--- src/rtl/mux_scan_pkg.sv ---
// Shared constants, FSM state type and channel search helper for the mux scanner.
package mux_scan_pkg;
  localparam int NUM_CH        = 4;
  localparam int SEL_W         = 2;
  localparam int CNT_W         = 4;
  localparam int DWELL_DEFAULT = 2;

  typedef enum logic [2:0] {IDLE, SETTLE, SAMPLE, NEXT, HOLD} state_e;

  // Lowest enabled channel >= from; returns {found, index}.
  function automatic logic [SEL_W:0] find_ch(input logic [NUM_CH-1:0] m, input int from);
    logic [SEL_W:0] r;
    r = '0;
    for (int i = NUM_CH-1; i >= 0; i--)
      if (m[i] && i >= from) r = {1'b1, SEL_W'(i)};
    return r;
  endfunction
endpackage

--- src/rtl/mux_scanner_if.sv ---
// Handshake and mux-select bundle between the scanner and its environment.
interface mux_scanner_if;
  import mux_scan_pkg::*;
  logic              start;
  logic [NUM_CH-1:0] mask;
  logic [SEL_W-1:0]  s;
  logic              z;
  logic [NUM_CH-1:0] data;
  logic              valid;
  logic              ready;
  logic              busy;

  modport slave  (input start, mask, z, ready, output s, data, valid, busy);
  modport master (output start, mask, z, ready, input s, data, valid, busy);
endinterface

--- src/rtl/scan_dwell_counter.sv ---
// Loadable down-counter timing the settle window of each scanned channel.
module scan_dwell_counter
  import mux_scan_pkg::*;
(
  input  logic             clk,
  input  logic             rst_n,
  input  logic             load_i,
  input  logic             en_i,
  input  logic [CNT_W-1:0] load_val_i,
  output logic             done_o
);
  logic [CNT_W-1:0] cnt_q;

  always_ff @(posedge clk) begin
    if (!rst_n)                  cnt_q <= '0;
    else if (load_i)             cnt_q <= load_val_i;
    else if (en_i && cnt_q != 0) cnt_q <= cnt_q - 1'b1;
  end

  assign done_o = (cnt_q == '0);
endmodule

--- src/rtl/mux_scanner.sv ---
// Scans enabled channels of an external 4:1 mux and returns the sampled bits.
// Optional MUX_SCANNER_PARITY_EN adds a registered parity output over data.
module mux_scanner
  import mux_scan_pkg::*;
#(
  parameter int DWELL_CYCLES = DWELL_DEFAULT
)(
  input  logic         clk,
  input  logic         rst_n,
  mux_scanner_if.slave bus
`ifdef MUX_SCANNER_PARITY_EN
  , output logic       parity
`endif
);
  state_e            state_q;
  logic [SEL_W-1:0]  s_q;
  logic [NUM_CH-1:0] data_q, mask_q;
  logic              valid_q, busy_q;
`ifdef MUX_SCANNER_PARITY_EN
  logic              parity_q;
`endif

  logic [SEL_W:0]    first_d, nxt_d;
  logic [NUM_CH-1:0] data_smp_d;
  logic              accept, cnt_load, cnt_en, dwell_done;

  assign first_d    = find_ch(bus.mask, 0);
  assign nxt_d      = find_ch(mask_q, int'(s_q) + 1);
  assign accept     = (state_q == IDLE) && bus.start && first_d[SEL_W];
  // data is cleared on accept, so OR-ing the sample in is equivalent to a bit write
  assign data_smp_d = data_q | (NUM_CH'(bus.z) << s_q);

  // Loading DWELL_CYCLES-1 makes SETTLE last exactly DWELL_CYCLES cycles.
  assign cnt_load = accept || (state_q == NEXT);
  assign cnt_en   = (state_q == SETTLE);

  scan_dwell_counter u_dwell (
    .clk       (clk),
    .rst_n     (rst_n),
    .load_i    (cnt_load),
    .en_i      (cnt_en),
    .load_val_i(CNT_W'(DWELL_CYCLES - 1)),
    .done_o    (dwell_done)
  );

  always_ff @(posedge clk) begin
    if (!rst_n) begin
      state_q  <= IDLE;
      s_q      <= '0;
      data_q   <= '0;
      mask_q   <= '0;
      valid_q  <= 1'b0;
      busy_q   <= 1'b0;
`ifdef MUX_SCANNER_PARITY_EN
      parity_q <= 1'b0;
`endif
    end else begin
      case (state_q)
        IDLE: if (accept) begin
          mask_q   <= bus.mask;
          s_q      <= first_d[SEL_W-1:0];
          data_q   <= '0;
`ifdef MUX_SCANNER_PARITY_EN
          parity_q <= 1'b0;
`endif
          busy_q   <= 1'b1;
          state_q  <= SETTLE;
        end
        SETTLE: if (dwell_done) state_q <= SAMPLE;
        SAMPLE: begin
          data_q   <= data_smp_d;
`ifdef MUX_SCANNER_PARITY_EN
          parity_q <= ^data_smp_d;
`endif
          state_q  <= nxt_d[SEL_W] ? NEXT : HOLD;
        end
        NEXT: begin
          s_q     <= nxt_d[SEL_W-1:0];
          state_q <= SETTLE;
        end
        // valid rises one cycle after entering HOLD, giving k*(DWELL+2) latency
        HOLD: if (valid_q && bus.ready) begin
          valid_q <= 1'b0;
          busy_q  <= 1'b0;
          state_q <= IDLE;
        end else begin
          valid_q <= 1'b1;
        end
        default: state_q <= IDLE;
      endcase
    end
  end

  assign bus.s     = s_q;
  assign bus.data  = data_q;
  assign bus.valid = valid_q;
  assign bus.busy  = busy_q;
`ifdef MUX_SCANNER_PARITY_EN
  assign parity    = parity_q;
`endif
endmodule

--- src/flat_wrapper.sv ---
// flat-port wrapper written by rule: the top's interface ports become plain ports
module mux_scanner_flat import mux_scan_pkg::*;
#(
  parameter int DWELL_CYCLES = DWELL_DEFAULT
)
  (clk, rst_n, bus_start, bus_mask, bus_z, bus_ready, bus_s, bus_data, bus_valid, bus_busy);
  mux_scanner_if bus_i ();
  input  logic clk;
  input  logic rst_n;
  input wire logic [$bits(bus_i.start)-1:0] bus_start;
  input wire logic [$bits(bus_i.mask)-1:0] bus_mask;
  input wire logic [$bits(bus_i.z)-1:0] bus_z;
  input wire logic [$bits(bus_i.ready)-1:0] bus_ready;
  output wire logic [$bits(bus_i.s)-1:0] bus_s;
  output wire logic [$bits(bus_i.data)-1:0] bus_data;
  output wire logic [$bits(bus_i.valid)-1:0] bus_valid;
  output wire logic [$bits(bus_i.busy)-1:0] bus_busy;
  assign bus_i.start = bus_start;
  assign bus_i.mask = bus_mask;
  assign bus_i.z = bus_z;
  assign bus_i.ready = bus_ready;
  assign bus_s = bus_i.s;
  assign bus_data = bus_i.data;
  assign bus_valid = bus_i.valid;
  assign bus_busy = bus_i.busy;
  mux_scanner #(.DWELL_CYCLES(DWELL_CYCLES)) u_core (.clk(clk), .rst_n(rst_n), .bus(bus_i));
endmodule
--- config.mk ---
export PLATFORM = sky130hd
export DESIGN_NAME = mux_scanner_flat
export DESIGN_NICKNAME = d
export VERILOG_FILES = /design/src/rtl/mux_scan_pkg.sv /design/src/rtl/mux_scanner_if.sv /design/src/rtl/scan_dwell_counter.sv /design/src/rtl/mux_scanner.sv /design/src/flat_wrapper.sv
export SDC_FILE = /design/constraint.sdc
export NUM_CORES = 1
export LEC_CHECK = 0
export CORE_ASPECT_RATIO = 1.5
export CORE_MARGIN = 2
export CORE_UTILIZATION = 25
export DETAILED_ROUTE_END_ITERATION = 8
export PLACE_DENSITY_LB_ADDON = 0.08
export SYNTH_ARGS = -nofsm -noshare
export SYNTH_HDL_FRONTEND = slang
export SYNTH_SLANG_ARGS = --single-unit
--- constraint.sdc ---
create_clock -name clk -period 1.7 [get_ports clk]
set_input_delay 0.51 -clock clk [delete_from_list [all_inputs] [get_ports clk]]
set_output_delay 0.51 -clock clk [all_outputs]
set_load 0.005 [all_outputs]
==> impl_metrics.tcl, run 1 <==
set metrics [dict create \
    use_met3 0.02115 \
    place_ws_ns -0.5471 \
    wl_per_cell_um 13.07 \
    clock_latency_ns 0.25 \
    synth-compound-area-share 0.1937 \
    pwr_density_cell_mw_per_mm2 970.1 \
    grt_overflow_total 0 \
    synth_edf_count 0 \
    yosysWarnings 0 \
    synth_fp_nets 118 \
    syn-cell-area_sq_um 910.9 \
    tns_ns 0 \
    max-vdd-ir-drop_mv 0.5972 \
    vias 878 \
    setup_viol 0 \
    grt.total_usage 0.1259 \
    crit_fanout 5 \
    postSynthAreaPerCell_sq_um 8.434 \
    final_area_sq_mm 0.001340 \
    htree_levels 1 \
    synth.largest_area_cell "dfxtp_1" \
    grt_pass1_vias 848 \
    path_clk_slew_ns 0.07 \
    skew_ns 0.003652 \
    holdCritPathClass "flop to flop" \
    cts_made_buffers 3 \
    diodes 0 \
    core_area_sq_mm 0.003448 \
    synthMuxAreaShare 0.02198 \
    p_leak_uw 0.0005325 \
    place_congestion 0.8946 \
    cp_slowest_cell "clkdlybuf4s50_1" \
    ys_ff_latch 18 \
    slew_headroom 0.6742 \
    antenna_left 0 \
    max_cap_violations 0 \
    wl_mm 2.391 \
    synth_xor_area_frac 0.02885 \
    yosysTopAreaCellShare 0.3956 \
    use_met2 0.2235 \
    placed_area_sq_mm 0.001227 \
    drc 0 \
    critPathKind "flop to output pin" \
    area_delta_synth_final_pct 47.12 \
    grt_busiest_layer "met2" \
    synth_cell_types 41 \
    antenna_found_initial 0 \
    cts_sinks 18 \
    io_pins 17 \
    synth_fa_ha_area_frac 0.01374 \
    cp_cell_sequence "clkdlybuf4s50_1" \
    grt_pass1_wl_mm 3.857 \
    synth_top_family_by_area "simple AND/OR/NAND/NOR gates" \
    period_needed_ns 1.640 \
    endpoint_kind "output pin" \
    rows 26 \
    crit_family "buffers and inverters" \
    clockBufferDepth 2 \
    die_w_um 53.29 \
    grt_max_degree 11 \
    yosys.area_share.simple 0.2788 \
    drt_first_pass_iters 4 \
    finalWorstSetupSlack_ns 0.05978 \
    viasPerCell 4.798 \
    fmax_ghz 0.6097 \
    slowest_delay_ns 0.51 \
    layout.nets 153 \
    dp_hpwl_mm 1.841 \
    cts_tree "built" \
    dieArea_sq_mm 0.004152 \
    critPathLaunchType "flop" \
    globalRouteMet1Util 0.1374 \
    tightest_slew_ns 0.4877 \
    ys.flop_type "dfxtp_1" \
    rrSetupSlack_ns 0.10 \
    post-route-period-util 0.9648 \
    dieHeight_um 77.93 \
    yosys-top-cells-area "dfxtp_1 40%, nor2_1 9.1%, a21oi_1 5.5%" \
    drtIter0Drc 10 \
    async_flop_share 0 \
    status "complete, no violations" \
    synth_seq_area_share 0.3956 \
    required_ns 1.19 \
    final_hold_viol_count 0 \
    cts_root_buf "clkbuf_8" \
    crit_buf_inv 1 \
    synthCells 108 \
    port_buffers 16 \
    drive_gt1_frac 0.2766 \
    post_cts_buffers 0 \
    cp.arrival_ns 1.13 \
    drv_slew 0 \
    start_util 0.2642 \
]
## worst register-to-register path, cell delays in order (launching register included)
cell and delay, ns:
dfxtp_2 0.35, inv_1 0.04, ha_1 0.20, nor3b_1 0.18, or4_1 0.53, xor2_1 0.15
nor2_1 0.05
## power breakdown
group,switching (uW),internal (uW)
Sequential,34.7,474
Combinational,240,254
Clock,139,157
Total,414,886
## layout by cell type (no fill, tap or decap), drive strengths merged, types with 2 or more instances in the layout
| cell type | n |
|---|---|
| nand3 | 3 |
| a31oi | 2 |
| inv | 8 |
| nand2b | 4 |
| clkbuf | 3 |
| clkdlybuf4s50 | 12 |
| dfxtp | 18 |
| or2 | 2 |
| nor2 | 22 |
| a21oi | 10 |
| mux2i | 2 |
| buf | 18 |
| xnor2 | 2 |
| dlygate4sd2 | 2 |
| nor2b | 2 |
| nor3 | 4 |
| o21ai | 2 |
## registers in the layout, indices dropped and copies added, names as in the netlist
name	flops
u_core.mask_q	3
u_core.bus.valid	1
u_core.bus.s	2
u_core.u_dwell.cnt_q	4
u_core.state_q	3
u_core.bus.data	4
u_core.bus.busy	1
## metrics by stage
step	hold slack (ns)	std cells	total power [uW]	utilization
floorplan	0.4377	108	785.2	-
global placement	0.4394	180	956.9	0.3560
detailed placement	0.4415	180	959.5	0.3560
CTS	0.4555	183	1280	0.3723
global route	0.4912	183	1398	0.3886
finish	0.4480	183	1300	0.3886
## synthesized netlist by cell type, types with 2 or more instances
master / count
a21oi_1: 10
a31oi_1: 2
buf_6: 2
dfxtp_1: 18
inv_1: 8
mux2i_1: 2
nand2b_1: 3
nand3_1: 3
nor2_1: 22
nor2b_1: 2
nor3_1: 4
o21ai_0: 2
xnor2_1: 2
## routing by layer
metal  vias up  part of all wire
met5         -                 0
met3         4             0.031
met1       412              0.42
met4         0             0.013
met2        13              0.54
li1        449                 -
## what timing repair did
action | 4_1_cts | 5_1_grt
endpoints found under the setup margin | 16 | 11
resized for setup | 11 | 13
hold buffers | 0 | 0
pin swaps | 2 | 4
## final timing paths
path	end	cells past startpoint	start
hold / removal	u_core.bus.busy	2	u_core.bus.busy
setup reg to reg	u_core.u_dwell.cnt_q[3]	6	u_core.u_dwell.cnt_q[0]
hold reg to reg	u_core.bus.busy	2	u_core.bus.busy
setup / recovery	bus_valid	1	u_core.bus.valid
## kinds of logic after synthesis
kind of cell | Yosys count
compound gates | 25
xor+xnor | 3
fa+ha+maj | 1
mux | 2
simple gates | 47
flops | 18
buf+inv | 12
## area by class of cell
class                           count  area (sq um)
Multi-Input combinational cell     78         546.8
Inverter                            8         30.03
Sequential cell                    18         362.8
Timing Repair Buffer               34         306.5
Tap cell                           42         52.55
Fill cell                         377          2108
Clock buffer                        3         41.29
No activity file was read; power rests on OpenSTA's default activity.
==> run 2: changes to the inputs <==
--- a/config.mk
+++ b/config.mk
@@ -6,8 +6,8 @@
 export NUM_CORES = 1
 export LEC_CHECK = 0
 export CORE_ASPECT_RATIO = 1.5
-export CORE_MARGIN = 2
-export CORE_UTILIZATION = 25
+export CORE_MARGIN = 5
+export CORE_UTILIZATION = 35
 export DETAILED_ROUTE_END_ITERATION = 8
 export PLACE_DENSITY_LB_ADDON = 0.08
 export SYNTH_ARGS = -nofsm -noshare
==> run 2 against run 1 <==
  * Via count is 0.46% higher
  * Largest power group unchanged
  * Critical path depth increased by 4
  * Cell area decreased by 1.1%
  * Sequential share of layout area is 0.78 points higher
  * Fmax down 1.1%
  * Worst hold slack worse by 0.0012 ns
==> impl_metrics.tcl, run 2 (same netlist as run 1, synthesis figures left out) <==
set metrics [dict create \
    grt_pass1_vias 866 \
    cp_cell_sequence "dlygate4sd2_1, or4b_4, or2_4, buf_4, a311oi_2" \
    post-route-period-util 0.9758 \
    cts_made_buffers 3 \
    globalRouteMet1Util 0.1533 \
    area_delta_synth_final_pct 45.47 \
    place_congestion 0.7979 \
    placed_area_sq_mm 0.001212 \
    dp_hpwl_mm 1.698 \
    dp.cells 163 \
    tightest_slew_ns 0.4468 \
    cts_hold_buf 0 \
    layout_common_cells "22 x nor2_1, 22 x buf_4, 15 x dfxtp_1, 12 x clkdlybuf4s50_1, 10 x a21oi_1" \
    instances_no_fill 170 \
    dieHeight_um 72.48 \
    crit_fanout 4 \
    fmax_ghz 0.6029 \
    cts_sinks 18 \
    grt.total_usage 0.1293 \
    p_leak_uw 0.0005638 \
    rsz0062_at_grt "false" \
    dieArea_sq_mm 0.003744 \
    holdCritPathClass "flop to flop" \
    antenna_found_initial 0 \
    cp.arrival_ns 1.85 \
    port_buffers 16 \
    required_ns 1.90 \
    start_util 0.3677 \
    drtIter0Drc 13 \
    drt_first_pass_iters 4 \
    power_uw 1211 \
    clockBufferDepth 2 \
    path_clk_slew_ns 0.10 \
    drive_gt1_frac 0.3082 \
    endpoint_kind "flop" \
    status "complete, no violations" \
    drv_slew 0 \
    cp_slowest_cell "or4b_4" \
    max-vdd-ir-drop_mv 0.5656 \
    skew_ns 0.006437 \
    grt_busiest_layer "met2" \
    fin_util 0.5348 \
    cts_root_buf "clkbuf_4" \
    viasPerCell 5.188 \
    place_ws_ns -0.5386 \
    grt_pass1_wl_mm 3.781 \
    wl_per_cell_um 13.04 \
    vias 882 \
    setup_viol 0 \
    nFillCells 232 \
    multi_input_area_sq_um 530.5 \
    slew_headroom 0.6983 \
    max_cap_violations 0 \
    cts_tree "built" \
    diodes 0 \
    die_w_um 51.66 \
    use_met3 0.02053 \
    grt_max_degree 11 \
    critPathLaunchType "primary input" \
    rows 22 \
    wl_mm 2.216 \
    htree_levels 1 \
    core_area_sq_mm 0.002477 \
    layout.nets 158 \
    crit_buf_inv 2 \
    finalWorstSetupSlack_ns 0.04122 \
    final_hold_viol_count 0 \
    critPathKind "primary input to flop" \
    crit_family "simple AND/OR/NAND/NOR gates" \
    final_area_sq_mm 0.001325 \
    drc 0 \
    regArea_sq_um 369.1 \
    clock_latency_ns 0.28 \
    pwr_density_cell_mw_per_mm2 913.7 \
    grt_overflow_total 0 \
    antenna_left 0 \
    io_pins 17 \
    slowest_delay_ns 0.48 \
    use_met2 0.2309 \
    period_needed_ns 1.659 \
]
## run 2: cell type report
cell class,count,share of cell area
clock buffers,3,0.01700
multi-input cells,78,0.4004
well taps,24,0.02266
flip-flops and latches,18,0.2786
repair buffers,39,0.2587
inverters,8,0.02266
## run 2: routing by layer
layer / vias up / wire (um)
li1: 457 / -
met1: 411 / 970
met2: 12 / 1164
met3: 2 / 60
met4: 0 / 21
met5: - / 0
## run 2: what timing repair did
action	4_1_cts	5_1_grt
setup endpoints to repair	16	12
resized for setup	8	13
pin swaps	1	3
buffers inserted	0	4
## run 2: metrics by stage
stage / hold WS [ns] / setup TNS [ns]
after floorplan: 0.4377 / 0
after global placement: 0.4306 / -7.002
after detailed placement: 0.4415 / -7.258
after CTS: 0.4575 / 0
after global routing: 0.4811 / 0
final: 0.4467 / 0
## run 2: worst register-to-register path: stages (launching register included)
cell and delay [ns]:
dfxtp_1 0.33, or4b_4 0.55, or2_4 0.29, buf_4 0.15
a311oi_2 0.21
## run 2: where the power goes
| group | internal [uW] | switching (uW) |
|---|---|---|
| logic | 265 | 230 |
| clock network | 82.2 | 122 |
| registers | 475 | 36.8 |
## run 2: worst paths after layout
check | slack (ns) | cells past startpoint | end | start
min reg2reg | 0.45 | 2 | u_core.bus.busy | u_core.bus.busy
min | 0.45 | 2 | u_core.bus.busy | u_core.bus.busy
max reg2reg | 0.08 | 4 | u_core.bus.s[1] | u_core.state_q[2]
max | 0.04 | 5 | u_core.bus.s[1] | bus_start
